$ cat config.mk
export PLATFORM = sky130hd
export DESIGN_NAME = pong_game_ctrl
export DESIGN_NICKNAME = d
export VERILOG_FILES = /design/src/rtl/pong_game_ctrl.sv
export SDC_FILE = /design/constraint.sdc
export NUM_CORES = 1
export LEC_CHECK = 0
export BUFFER_PORTS_ARGS = -buffer_cell sky130_fd_sc_hd__buf_2
export CAP_MARGIN = 10
export CORE_MARGIN = 2
export CORE_UTILIZATION = 43
export CTS_BUF_LIST = sky130_fd_sc_hd__clkbuf_16
export DETAILED_ROUTE_END_ITERATION = 8
export PLACE_DENSITY = 0.73
export SYNTH_ARGS = -nofsm -noshare
export SYNTH_HDL_FRONTEND = slang
export SYNTH_SLANG_ARGS = --single-unit
$ cat constraint.sdc
create_clock -name clk -period 10.76 [get_ports clk]
set_input_delay 0.538 -clock clk [delete_from_list [all_inputs] [get_ports clk]]
set_output_delay 0.538 -clock clk [all_outputs]
set_load 0.005 [all_outputs]
$ cat src/rtl/pong_game_ctrl.sv
// Pong game sequencer: paddles, ball, scores and game state, advanced once per frame_tick.
// Define PONG_SPEEDUP_EN to make the ball speed up by one pixel per paddle hit.
module pong_game_ctrl #(
  parameter int H_ACTIVE     = 640,
  parameter int V_ACTIVE     = 480,
  parameter int PADDLE_H     = 64,
  parameter int PADDLE_W     = 8,
  parameter int PADDLE_X1    = 16,
  parameter int PADDLE_X2    = 616,
  parameter int BALL_SIZE    = 8,
  parameter int PADDLE_STEP  = 4,
  parameter int BALL_STEP    = 2,
  parameter int WIN_SCORE    = 7,
  parameter int SERVE_FRAMES = 60
) (
  input  logic        clk,
  input  logic        reset,
  input  logic        frame_tick,
  input  logic        start,
  input  logic        p1_up,
  input  logic        p1_down,
  input  logic        p2_up,
  input  logic        p2_down,
  output logic [11:0] paddle_1,
  output logic [11:0] paddle_2,
  output logic [11:0] ball_x,
  output logic [11:0] ball_y,
  output logic [3:0]  score_1,
  output logic [3:0]  score_2,
  output logic [2:0]  state,
  output logic [1:0]  winner
);
  typedef enum logic [2:0] {
    S_IDLE = 3'd0, S_SERVE = 3'd1, S_PLAY = 3'd2, S_POINT = 3'd3, S_OVER = 3'd4
  } state_t;

  localparam int CW = $clog2(SERVE_FRAMES);
  localparam logic [11:0] PAD_MID  = 12'((V_ACTIVE - PADDLE_H) / 2);
  localparam logic [11:0] BALL_X0  = 12'((H_ACTIVE - BALL_SIZE) / 2);
  localparam logic [11:0] BALL_Y0  = 12'((V_ACTIVE - BALL_SIZE) / 2);
  localparam logic [11:0] HIT_L_X  = 12'(PADDLE_X1 + PADDLE_W);
  localparam logic [11:0] HIT_R_X  = 12'(PADDLE_X2 - BALL_SIZE);
  localparam logic [11:0] BALL_YMX = 12'(V_ACTIVE - BALL_SIZE);
  localparam logic signed [12:0] PMAX_S  = 13'(V_ACTIVE - PADDLE_H);
  localparam logic signed [12:0] PSTEP_S = 13'(PADDLE_STEP);
  localparam logic signed [12:0] BS_S    = 13'(BALL_SIZE);
  localparam logic signed [12:0] PH_S    = 13'(PADDLE_H);
  localparam logic signed [12:0] LP_S    = 13'(PADDLE_X1 + PADDLE_W);
  localparam logic signed [12:0] RP_S    = 13'(PADDLE_X2);
  localparam logic signed [12:0] H_S     = 13'(H_ACTIVE);
  localparam logic signed [12:0] V_S     = 13'(V_ACTIVE);

  state_t             fsm;
  logic               dx, dy, start_prev, start_pend, p1_scored, pend_now;
  logic [CW-1:0]      serve_cnt, serve_next;
  logic [3:0]         step, lead_score;
  logic signed [12:0] step_s, bx_s, by_s, p1_s, p2_s, nx, ny;
  logic               hit_l, hit_r, miss, wall_top, wall_bot;
  logic [11:0]        p1_next, p2_next;

  assign state = fsm;

  function automatic logic [11:0] move_paddle(input logic [11:0] p, input logic up, input logic dn);
    logic signed [12:0] t;
    t = $signed({1'b0, p});
    if (up && !dn)      t = t - PSTEP_S;
    else if (dn && !up) t = t + PSTEP_S;
    if (t < 13'sd0)        t = 13'sd0;
    else if (t > PMAX_S)   t = PMAX_S;
    return t[11:0];
  endfunction

`ifdef PONG_SPEEDUP_EN
  // Step is only consumed in PLAY, which is always entered through SERVE, so reloading outside PLAY is enough.
  always_ff @(posedge clk or negedge reset) begin
    if (!reset)                 step <= 4'(BALL_STEP);
    else if (fsm != S_PLAY)     step <= 4'(BALL_STEP);
    else if (frame_tick && (hit_l || hit_r) && step < 4'(2 * BALL_STEP))
      step <= step + 4'd1;
  end
`else
  assign step = 4'(BALL_STEP);
`endif

  always_comb begin
    pend_now   = start_pend | (start & ~start_prev);
    serve_next = serve_cnt + CW'(1);
    step_s     = $signed({9'd0, step});
    bx_s       = $signed({1'b0, ball_x});
    by_s       = $signed({1'b0, ball_y});
    p1_s       = $signed({1'b0, paddle_1});
    p2_s       = $signed({1'b0, paddle_2});
    nx         = dx ? bx_s + step_s : bx_s - step_s;
    ny         = dy ? by_s + step_s : by_s - step_s;
    hit_l      = !dx && (bx_s >= LP_S) && (nx <= LP_S) && (by_s + BS_S > p1_s) && (by_s < p1_s + PH_S);
    hit_r      = dx && (bx_s + BS_S <= RP_S) && (nx + BS_S >= RP_S) && (by_s + BS_S > p2_s) && (by_s < p2_s + PH_S);
    miss       = !hit_l && !hit_r && ((nx <= 13'sd0) || (nx + BS_S >= H_S));
    wall_top   = !dy && (ny <= 13'sd0);
    wall_bot   = dy && (ny + BS_S >= V_S);
    p1_next    = move_paddle(paddle_1, p1_up, p1_down);
    p2_next    = move_paddle(paddle_2, p2_up, p2_down);
    lead_score = p1_scored ? score_1 : score_2;
  end

  always_ff @(posedge clk or negedge reset) begin
    if (!reset) begin
      fsm <= S_IDLE; paddle_1 <= PAD_MID; paddle_2 <= PAD_MID;
      ball_x <= BALL_X0; ball_y <= BALL_Y0; dx <= 1'b1; dy <= 1'b1;
      score_1 <= 4'd0; score_2 <= 4'd0; winner <= 2'd0; serve_cnt <= '0;
      start_prev <= 1'b0; start_pend <= 1'b0; p1_scored <= 1'b0;
    end else begin
      start_prev <= start;
      // Every tick consumes the pending start, whether or not the current state acts on it.
      if (frame_tick)      start_pend <= 1'b0;
      else if (pend_now)   start_pend <= 1'b1;
      if (frame_tick) begin
        case (fsm)
          S_IDLE: if (pend_now) begin
            fsm <= S_SERVE; serve_cnt <= '0; score_1 <= 4'd0; score_2 <= 4'd0;
            dx <= 1'b1; dy <= 1'b1;
          end
          S_SERVE: begin
            paddle_1 <= p1_next; paddle_2 <= p2_next; serve_cnt <= serve_next;
            if (serve_next == CW'(SERVE_FRAMES - 1)) fsm <= S_PLAY;
          end
          S_PLAY: begin
            paddle_1 <= p1_next; paddle_2 <= p2_next;
            if (hit_l)       begin ball_x <= HIT_L_X; dx <= 1'b1; end
            else if (hit_r)  begin ball_x <= HIT_R_X; dx <= 1'b0; end
            else if (miss)   begin fsm <= S_POINT; p1_scored <= (nx > 13'sd0); end
            else             ball_x <= nx[11:0];
            if (!miss) begin
              if (wall_top)      begin ball_y <= 12'd0;    dy <= 1'b1; end
              else if (wall_bot) begin ball_y <= BALL_YMX; dy <= 1'b0; end
              else               ball_y <= ny[11:0];
            end
          end
          S_POINT: begin
            if (p1_scored) score_1 <= score_1 + 4'd1;
            else           score_2 <= score_2 + 4'd1;
            if (lead_score == 4'(WIN_SCORE - 1)) begin
              fsm <= S_OVER; winner <= p1_scored ? 2'd1 : 2'd2;
            end else begin
              // Serve heads toward the player who just lost the point.
              fsm <= S_SERVE; serve_cnt <= '0; ball_x <= BALL_X0; ball_y <= BALL_Y0;
              dx <= p1_scored; dy <= 1'b1;
            end
          end
          default: if (pend_now) begin
            fsm <= S_IDLE; score_1 <= 4'd0; score_2 <= 4'd0; winner <= 2'd0;
            paddle_1 <= PAD_MID; paddle_2 <= PAD_MID; ball_x <= BALL_X0; ball_y <= BALL_Y0;
            dx <= 1'b1; dy <= 1'b1;
          end
        endcase
      end
    end
  end
endmodule

* Yosys cells after proc, flatten, opt, wreduce, memory -nomap -nowiden *
Index checks and enable logic that the tools add are counted.

storage, ports and cells
  flip-flop bits (word level) = 72
  bits of input ports = 8
  logic and storage cells = 180
  output and inout port bits = 61

operators by class
  add/sub/neg operators = 17
  mux-type cells = 57
  reduce and logical (&&, ||, !) cells = 47
  bitwise operators = 10
  equal/unequal tests = 18
  order comparisons = 17

operator list
  kind                                                                                   count
  12-bit 2-to-1 mux                                                                      15
  13-bit 2-to-1 mux                                                                      6
  12-bit one-hot mux with 3 select lines                                                 2
  12-bit one-hot mux with 2 select lines                                                 2
  12-bit by 2-bit adder with 13-bit output, second input constant                        2
  12-bit by 3-bit adder with 13-bit output, second input constant                        2
  12-bit by 4-bit adder with 13-bit output, second input constant                        2
  12-bit by 7-bit adder with 13-bit output, second input constant                        2
  13-bit by 5-bit adder with 13-bit output, second input constant                        2
  13-bit by 11-bit greater-or-equal comparator with 1-bit output, second input constant  2
  13-bit by 10-bit > comparator with 1-bit output, second input constant                 2
  13-bit > comparator                                                                    2
  13-bit by 1-bit <= comparator with 1-bit output, second input constant                 2
  13-bit by 1-bit < comparator with 1-bit output, second input constant                  2
  13-bit < comparator                                                                    2
  12-bit by 2-bit subtractor with 13-bit output, second input constant                   2
  12-bit by 3-bit subtractor with 13-bit output, second input constant                   2
  3-bit 2-to-1 mux                                                                       7
  2-bit != test, second input constant                                                   10
  5-bit AND reduction                                                                    4
  6-bit one-hot mux with 3 select lines                                                  1
  1-bit logical AND                                                                      16
  4-bit 2-to-1 mux                                                                       4
  4-bit one-hot mux with 2 select lines                                                  2
  34 further kinds                                                                       71

* Depth between registers and ports, before layout *
Gate-level depths: netlist of run 1.

  word-level depth = 14
  gate-level depth with buffers = 15
  mapped depth without buffers = 13

* Least setup slack after synthesis of run 1 *
Ideal clock, no wire load.

  kind = flip-flop to flip-flop
  from = reg dx
  to = reg ball_x[6]
  path slack = 7.180 ns
  data required time = 10.635 ns
  setup time = 0.125 ns
  stages on the path, launching flop included = 12
  buffers on the path = 1
  data arrival time = 3.455 ns
  clock period less this slack = 3.580 ns
  path through = dfstp_2 -> inv_1 -> fa_1 -> a21oi_1 -> nor3_1 -> or4b_4 -> nor2b_1 -> and3_4 -> or3_4 -> a31oi_4 -> buf_6 -> mux2_4

on the way
  cells in the longest elaborated chain, start to end = 11
  elaborated cells between the ends (all ways) = 26
  those cells by class = add/sub (1); order compare (4); eq/ne (1); mux (5); reduce/logical (15)

ends and longest elaborated chain
  item                                                            RTL line  source
  start: declaration                                              54        logic dx, dy, start_prev, start_pend, p1_scored, pend_now;
  start signal: assignment                                        108       ball_x <= BALL_X0; ball_y <= BALL_Y0; dx <= 1'b1; dy <= 1'b1;
  start signal: assignment                                        120       dx <= 1'b1; dy <= 1'b1;
  start signal: assignment                                        128       if (hit_l) begin ball_x <= HIT_L_X; dx <= 1'b1; end
  13-bit 2-to-1 mux                                               93        nx = dx ? bx_s + step_s : bx_s - step_s;
  13-bit by 5-bit adder with 13-bit output                        96, 97
  13-bit by 11-bit greater-or-equal comparator with 1-bit output  96        hit_r = dx && (bx_s + BS_S <= RP_S) && (nx + BS_S >= RP_S) && (by_s + BS_S > p2_s) && (by_s < p2_s + PH_S);
  1-bit logical AND (3 in series)                                 96
  1-bit zero test                                                 97        miss = !hit_l && !hit_r && ((nx <= 13'sd0) || (nx + BS_S >= H_S));
  1-bit logical AND (2 in series)                                 97
  4-bit != test (no source line)                                  n/a
  5-bit AND reduction (no source line)                            n/a
  end signal: assignment                                          131       else ball_x <= nx[11:0];
  end: declaration                                                26        output logic [11:0] ball_x,

Several ways; a longest one is shown, not always the timed one. The select of a mux whose other input is x is not followed.
A chain may end at the register's enable or synchronous reset.

* Worst setup path in the final report of run 1 *
  from = reg dx
  to = reg ball_y[8]

on the way
  cells in the longest elaborated chain, start to end = 11
  elaborated cells between the ends (all ways) = 22
  those cells by class = add/sub (1); order compare (4); eq/ne (1); mux (1); reduce/logical (15)

ends and longest elaborated chain
  item                                                            RTL line  source
  13-bit 2-to-1 mux                                               93
  13-bit by 5-bit adder with 13-bit output                        96, 97
  13-bit by 11-bit greater-or-equal comparator with 1-bit output  96
  1-bit logical AND (3 in series)                                 96
  1-bit zero test                                                 97
  1-bit logical AND                                               97
  1-bit logical AND *                                             97
  2-bit != test (no source line) *                                n/a
  5-bit AND reduction (no source line) *                          n/a
  end signal: assignment                                          135       else ball_y <= ny[11:0];
  end: declaration                                                27        output logic [11:0] ball_y,

Every way passes the cells marked *; elsewhere a longest branch is shown, timed or not.

==> metrics.cfg, run 1 <==
[logic_synthesis]
yosys_register_bits = 66
synth_simple_gate_area_share = 0.2167
synth_top_area_frac = 0.1688
synth_cell_type_count = 94
synthAdderAreaFrac = 0.1340
seq_area_frac_synth = 0.2353
synth_cells = 843
synth_top_family_by_area = compound AO/OA/AOI/OAI gates
async_flop_share = 1.000
synth_area_um2 = 7114
synthXorXnorAreaFrac = 0.05804
syn_area_per_cell_um2 = 8.439
synth_top_area_cell = dfrtp_1
synth_edf_count = 0
yosys.cell_count.top_type = ha_1
synth_common_cells = ha_1, nand2_1, nor2_1, a21oi_1, o21ai_0
synth_area_leaders = dfrtp_1, ha_1, dfstp_2
synthMuxAreaShare = 0.04960
synth_flop_cell = dfrtp_1
yosys_warnings = 0
synth-compound-area-share = 0.2511

[detailed_routing]
drtIter0Drc = 496
wl_um = 18640
post_drt_wl_per_cell_um = 16.75
drc = 0
firstDrtPassIters = 5
avgViaCountPerCell = 5.957
ant_nets = 0
vias = 6630

[floorplanning]
start_util = 0.4352
core_um2 = 16350
die_h_um = 132.6
dieWidth_um = 132.6
ios = 69
rows = 47
fp.dieArea_um2 = 17590

[sta]
setup_viol = 0
fin_skew_ns = 0.009413
finalCriticalPeriod_ns = 4.557
hold_viol = 0
fmax_mhz = 219.4
rsz0062_at_grt = false
timing.setup.tns_ns = 0
finalCritPeriodShare = 0.4235
tightest_slew_ns = 0.9817
slew-limit-headroom = 0.3455
setup_ws_ns = 6.203
slew_viol_final = 0

[clock_network]
cts_resized = 0
cts_tree = built
post_cts_buffers = 0
root_buffer = clkbuf_16
cts.sinks = 66
clkLatencyLatePin_ns = 0.35
numCtsBuffers = 9
clk_pin_slew_worst_paths_ns = 0.06
h-tree-depth = 3
clockBufferDepth = 2
ctsHoldBuffers = 0

[pwr]
power.share.clock = 0.108
totalPowerFinal_uw = 3038
switching_share = 0.5116
power_leakage_uw = 0.003428
p_sw_uw = 1554
power.density_nw_per_um2 = 386.5
p_seq_frac = 0.174
combinationalPowerShare = 0.718
vdd_drop_max_mv = 0.1795
p_int_uw = 1484

[placed_design]
io_buffers = 62
place_hpwl_um = 14100
place_congestion = 0.9672
place_ws_ns = 6.218
place_inst = 1097

[run]
maxCapViolCount = 0

[layout]
layout.cells.non_filler = 1113
drive_gt1_frac = 0.1657
final_nets = 971
area_growth_pct = 10.46
final_util = 0.4807
diodes = 0
fillerInstances = 1642

[critical_path]
cp_slowest_cell = a31oi_4
ff2ff_path_depth = 11
path_cells = inv_1, fa_1, a21oi_1, nor3_1, or4b_4, nor2_2, nand4b_1, o31ai_1, a21oi_2, a31oi_4, mux2_2
cp.required_ns = 11.00
cp-start-kind = register
arrival_ns = 4.80
endpoint_kind = register
critPathKind = register to register
path_max_fanout = 22
cpPeakStageDelay_ns = 0.82

[global_route]
first_global_vias = 6119
grt_max_degree = 67
grt_pass1_wl_um = 30740
antenna_found_initial = 0
grt_overflow = 0
grt_use_total = 0.2138

[min_path]
whs_path_depth = 1
hold_path.class = input port to register

[status]
outcome = completed

==> final timing paths <==
kind / slack, ns / from / endpoint
max: 6.20 / dx / ball_y[8]
min: 0.33 / start / start_prev
max reg2reg: 6.20 / dx / ball_y[8]
min reg2reg: 0.50 / winner[1] / winner[1]
max in group asynchronous: 9.79 / reset / paddle_1[10]
min in group asynchronous: 0.39 / reset / paddle_2[9]
==> sequential cells by signal (all words and copies together) (netlist names) <==
name,flops
ball_x,11
ball_y,11
dx,1
dy,1
p1_scored,1
paddle_1,10
paddle_2,10
score_1,4
score_2,4
serve_cnt,6
start_pend,1
start_prev,1
state,3
winner,2
==> layout make-up <==
| class | instances | area, um2 | share of cell area |
|---|---|---|---|
| Multi-Input combinational cell | 697 | 5070 | 0.6451 |
| Clock inverter | 7 | 101.3 | 0.01290 |
| Sequential cell | 66 | 1674 | 0.2130 |
| Inverter | 50 | 187.7 | 0.02388 |
| Clock buffer | 9 | 225.2 | 0.02866 |
| Timing Repair Buffer | 64 | 325.3 | 0.04139 |
| Tap cell | 220 | 275.3 | 0.03503 |
==> placed cells by master, fill, tap and decap left out, drive strengths merged, types with 10 or more instances in the layout <==
cell type  Yosys  layout
xnor2         36      36
nand4         20      20
dfstp         18      18
mux2          19      19
nand2b        13      13
and2          15      15
nor4          10      10
nand3         36      36
buf           16      64
inv           48      50
o21a          11      11
ha            73      73
o211ai        11      11
a31oi         18      18
o21ai         54      54
a21oi         50      50
nor2          51      51
and3          10      10
a21o          20      20
nand2         57      57
nor3          26      26
dfrtp         48      48
nor2b         12      12
==> per-layer routing <==
metal,GRT usage,wire (um)
met4,0.08722,428
met1,0.2930,8794
met5,0,0
met3,0.02299,774
met2,0.3446,8640
==> critical path, delay by kind of cell (launching register included) <==
family	cells	cell delay, ns
compound gates	4	1.72
fa+ha+maj	1	0.56
buf+inv	1	0.24
flops	1	0.56
mux	1	0.41
simple gates	4	0.93
==> power by group through the flow <==
stage | logic (uW) | clock network [uW] | registers, uW
finish | 2180 | 328 | 527
CTS | 2170 | 332 | 524
floorplan | 1740 | 0 | 454
global placement | 2120 | 0 | 524
detailed placement | 2150 | 0 | 527
global route | 2440 | 344 | 544
==> metrics by stage <==
step | hold WS [ns] | area [um2]
floorplan | 0.2424 | 7133
global placement | 0.4877 | 7532
detailed placement | 0.4904 | 7532
CTS | 0.3239 | 7859
global route | 0.3377 | 7859
finish | 0.3304 | 7859
==> cell families after synthesis <==
family,count (synthesis)
flip-flops,66
buffers and inverters,85
AND/OR/NAND/NOR,288
adder cells (fa/ha/maj),75
XOR/XNOR,45
other,1
AO/OA/AOI/OAI,255
multiplexers,28
Power figures use the tool's default switching activity.
==> run 2, diff against run 1 <==
--- a/config.mk
+++ b/config.mk
@@ -5,13 +5,14 @@
 export SDC_FILE = /design/constraint.sdc
 export NUM_CORES = 1
 export LEC_CHECK = 0
+export ABC_AREA = 1
 export BUFFER_PORTS_ARGS = -buffer_cell sky130_fd_sc_hd__buf_2
 export CAP_MARGIN = 10
 export CORE_MARGIN = 2
 export CORE_UTILIZATION = 43
 export CTS_BUF_LIST = sky130_fd_sc_hd__clkbuf_16
 export DETAILED_ROUTE_END_ITERATION = 8
-export PLACE_DENSITY = 0.73
+export PLACE_DENSITY = 0.75
 export SYNTH_ARGS = -nofsm -noshare
 export SYNTH_HDL_FRONTEND = slang
 export SYNTH_SLANG_ARGS = --single-unit
==> constraint.sdc (replaced) <==
create_clock -name clk -period 3.99 [get_ports clk]
set_input_delay 0.1995 -clock clk [delete_from_list [all_inputs] [get_ports clk]]
set_output_delay 0.1995 -clock clk [all_outputs]
set_load 0.005 [all_outputs]
==> metrics.cfg, run 2 <==
[status]
outcome = completed

[logic_synthesis]
yosys.cell_count.top_type = nand2_1
synth_common_cells = nand2_1, inv_1, nor2_1, nand3_1, ha_1
synth_top_area_cell = dfrtp_1
seq_area_frac_synth = 0.2402
synth_area_leaders = dfrtp_1, nand2_1, ha_1
syn_area_per_cell_um2 = 6.794
synth_cell_type_count = 53
async_flop_share = 1.000
yosys_warnings = 0
synth_cells = 1026
yosys_register_bits = 66
synth_top_area_frac = 0.1723
synth_flop_cell = dfrtp_1
synth_area_um2 = 6970
synth_edf_count = 0

[sta]
rsz0062_at_grt = false
tightest_slew_ns = 0.9279
hold_viol = 0
setup_viol = 0
slew_viol_final = 0
fin_skew_ns = 0.008702
setup_ws_ns = 0.4632
finalCriticalPeriod_ns = 3.527
slew-limit-headroom = 0.3814
timing.setup.tns_ns = 0
fmax_mhz = 283.5
finalCritPeriodShare = 0.8839

[detailed_routing]
ant_nets = 0
vias = 7033
drc = 0
post_drt_wl_per_cell_um = 13.67
drtIter0Drc = 486
firstDrtPassIters = 5
wl_um = 18060
avgViaCountPerCell = 5.324

[clock_network]
cts_tree = built
clkLatencyLatePin_ns = 0.34
clockBufferDepth = 2
cts_resized = 0
root_buffer = clkbuf_16
numCtsBuffers = 9
clk_pin_slew_worst_paths_ns = 0.06
cts.sinks = 66
h-tree-depth = 3
post_cts_buffers = 0

[layout]
largest_registers = ball_x: 11 flops, ball_y: 11 flops
diodes = 0
layout_commonest_cell = nand2_1
final_nets = 1183
postLayoutCellArea_um2 = 7814
fillerInstances = 1579
final_cell_mix = nand2_1, inv_1, nor2_1
area_growth_pct = 12.10
drive_gt1_frac = 0.1457
final_util = 0.4919

[floorplanning]
start_util = 0.4388
ios = 69
dieWidth_um = 131.3
die_h_um = 131.3
fp.dieArea_um2 = 17240
core_um2 = 15890
rows = 46

[critical_path]
crit_top_cell = nand3_4
arrival_ns = 3.75
cp-start-kind = register
cpPeakStageDelay_ns = 0.61
critPathKind = register to register
path_max_fanout = 18
cp_slowest_cell = dfstp_2
path_cells = ha_1, nand3_1, nor3b_1, nand2_1, xor2_1, inv_1, ha_1, nand4_1, nand4_1, a21oi_1, nand3_4, nand2_4, inv_2, nand3_4, nand3_4, buf_12, nand2_1, o21ai_2
endpoint_kind = register
cp.required_ns = 4.21

[global_route]
grt_overflow = 0
antenna_found_initial = 0
grt_use_total = 0.2090
first_global_vias = 6632
grt_pass1_wl_um = 30550
grt_max_degree = 41

[placed_design]
placed_area_um2 = 7532
place_congestion = 0.9421
place_ws_ns = 0.3797
io_buffers = 62
place_hpwl_um = 14240

[run]
maxCapViolCount = 0

[min_path]
hold_path.class = input port to async pin

## run 2: final cells by class
type                    count  area, um2  area share
well taps                 216      270.3     0.03459
clock inverters             7      36.28    0.004644
multi-input cells         809       4690      0.6002
flip-flops and latches     66       1674      0.2143
clock buffers               9      225.2     0.02882
repair buffers             68      370.4     0.04740
inverters                 146      548.0     0.07014
## run 2: per-stage QoR
step | std cells | hold slack (ns)
after floorplan | 1031 | -0.09609
after global placement | 1303 | 0.3270
after detailed placement | 1303 | 0.3287
after CTS | 1320 | 0.04563
after global routing | 1321 | 0.06475
final | 1321 | 0.004442
## run 2: what timing repair did
action,4_1_cts,5_1_grt
endpoints found under the hold margin,1,0
setup endpoints to repair,0,5
hold buffers,1,0
## run 2: kinds of logic (layout without fill, tap and decap cells)
family / Yosys count / after routing / share of synthesized area
AO/OA/AOI/OAI: 144 / 144 / 0.1246
buffers and inverters: 157 / 230 / 0.09119
XOR/XNOR: 38 / 38 / 0.04883
adder cells (fa/ha/maj): 75 / 75 / 0.1368
flip-flops: 66 / 66 / 0.2402
other: 1 / 6 / 0.0005380
AND/OR/NAND/NOR: 545 / 546 / 0.3579
## run 2: final timing paths
| check | from | to | slack (ns) | cells after the start |
|---|---|---|---|---|
| max reg2reg | ball_y[3] | ball_x[1] | 0.46 | 18 |
| min in group clk | frame_tick | start_pend | 0.06 | 2 |
| max | ball_y[3] | ball_x[1] | 0.46 | 18 |
| max in group asynchronous | reset | dy | 3.03 | 2 |
| min | reset | paddle_1[2] | 0.004 | 1 |
| min reg2reg | start_pend | start_pend | 0.48 | 2 |
## run 2: routing by layer
| layer | share of wire | GRT usage | vias to the layer above |
|---|---|---|---|
| met5 | 0 | 0 | - |
| met4 | 0.018 | 0.05556 | 0 |
| met3 | 0.053 | 0.03086 | 24 |
| met2 | 0.47 | 0.3591 | 228 |
| met1 | 0.46 | 0.2751 | 3244 |
| li1 | - | - | 3537 |
## run 2: worst max-delay path, delay by kind of cell (launching register included)
family	cells	cell delay [ns]
DFF	1	0.61
AOI/OAI and AO/OA	2	0.36
and+or+nand+nor	10	1.38
xor gates and xnor gates	1	0.15
buffers and inverters	3	0.37
adders and majority gates	2	0.52
Power of run 2 is left out: the tool's default activity adds up to more than one toggle a clock period on the data nets, which glitch-free logic cannot reach.
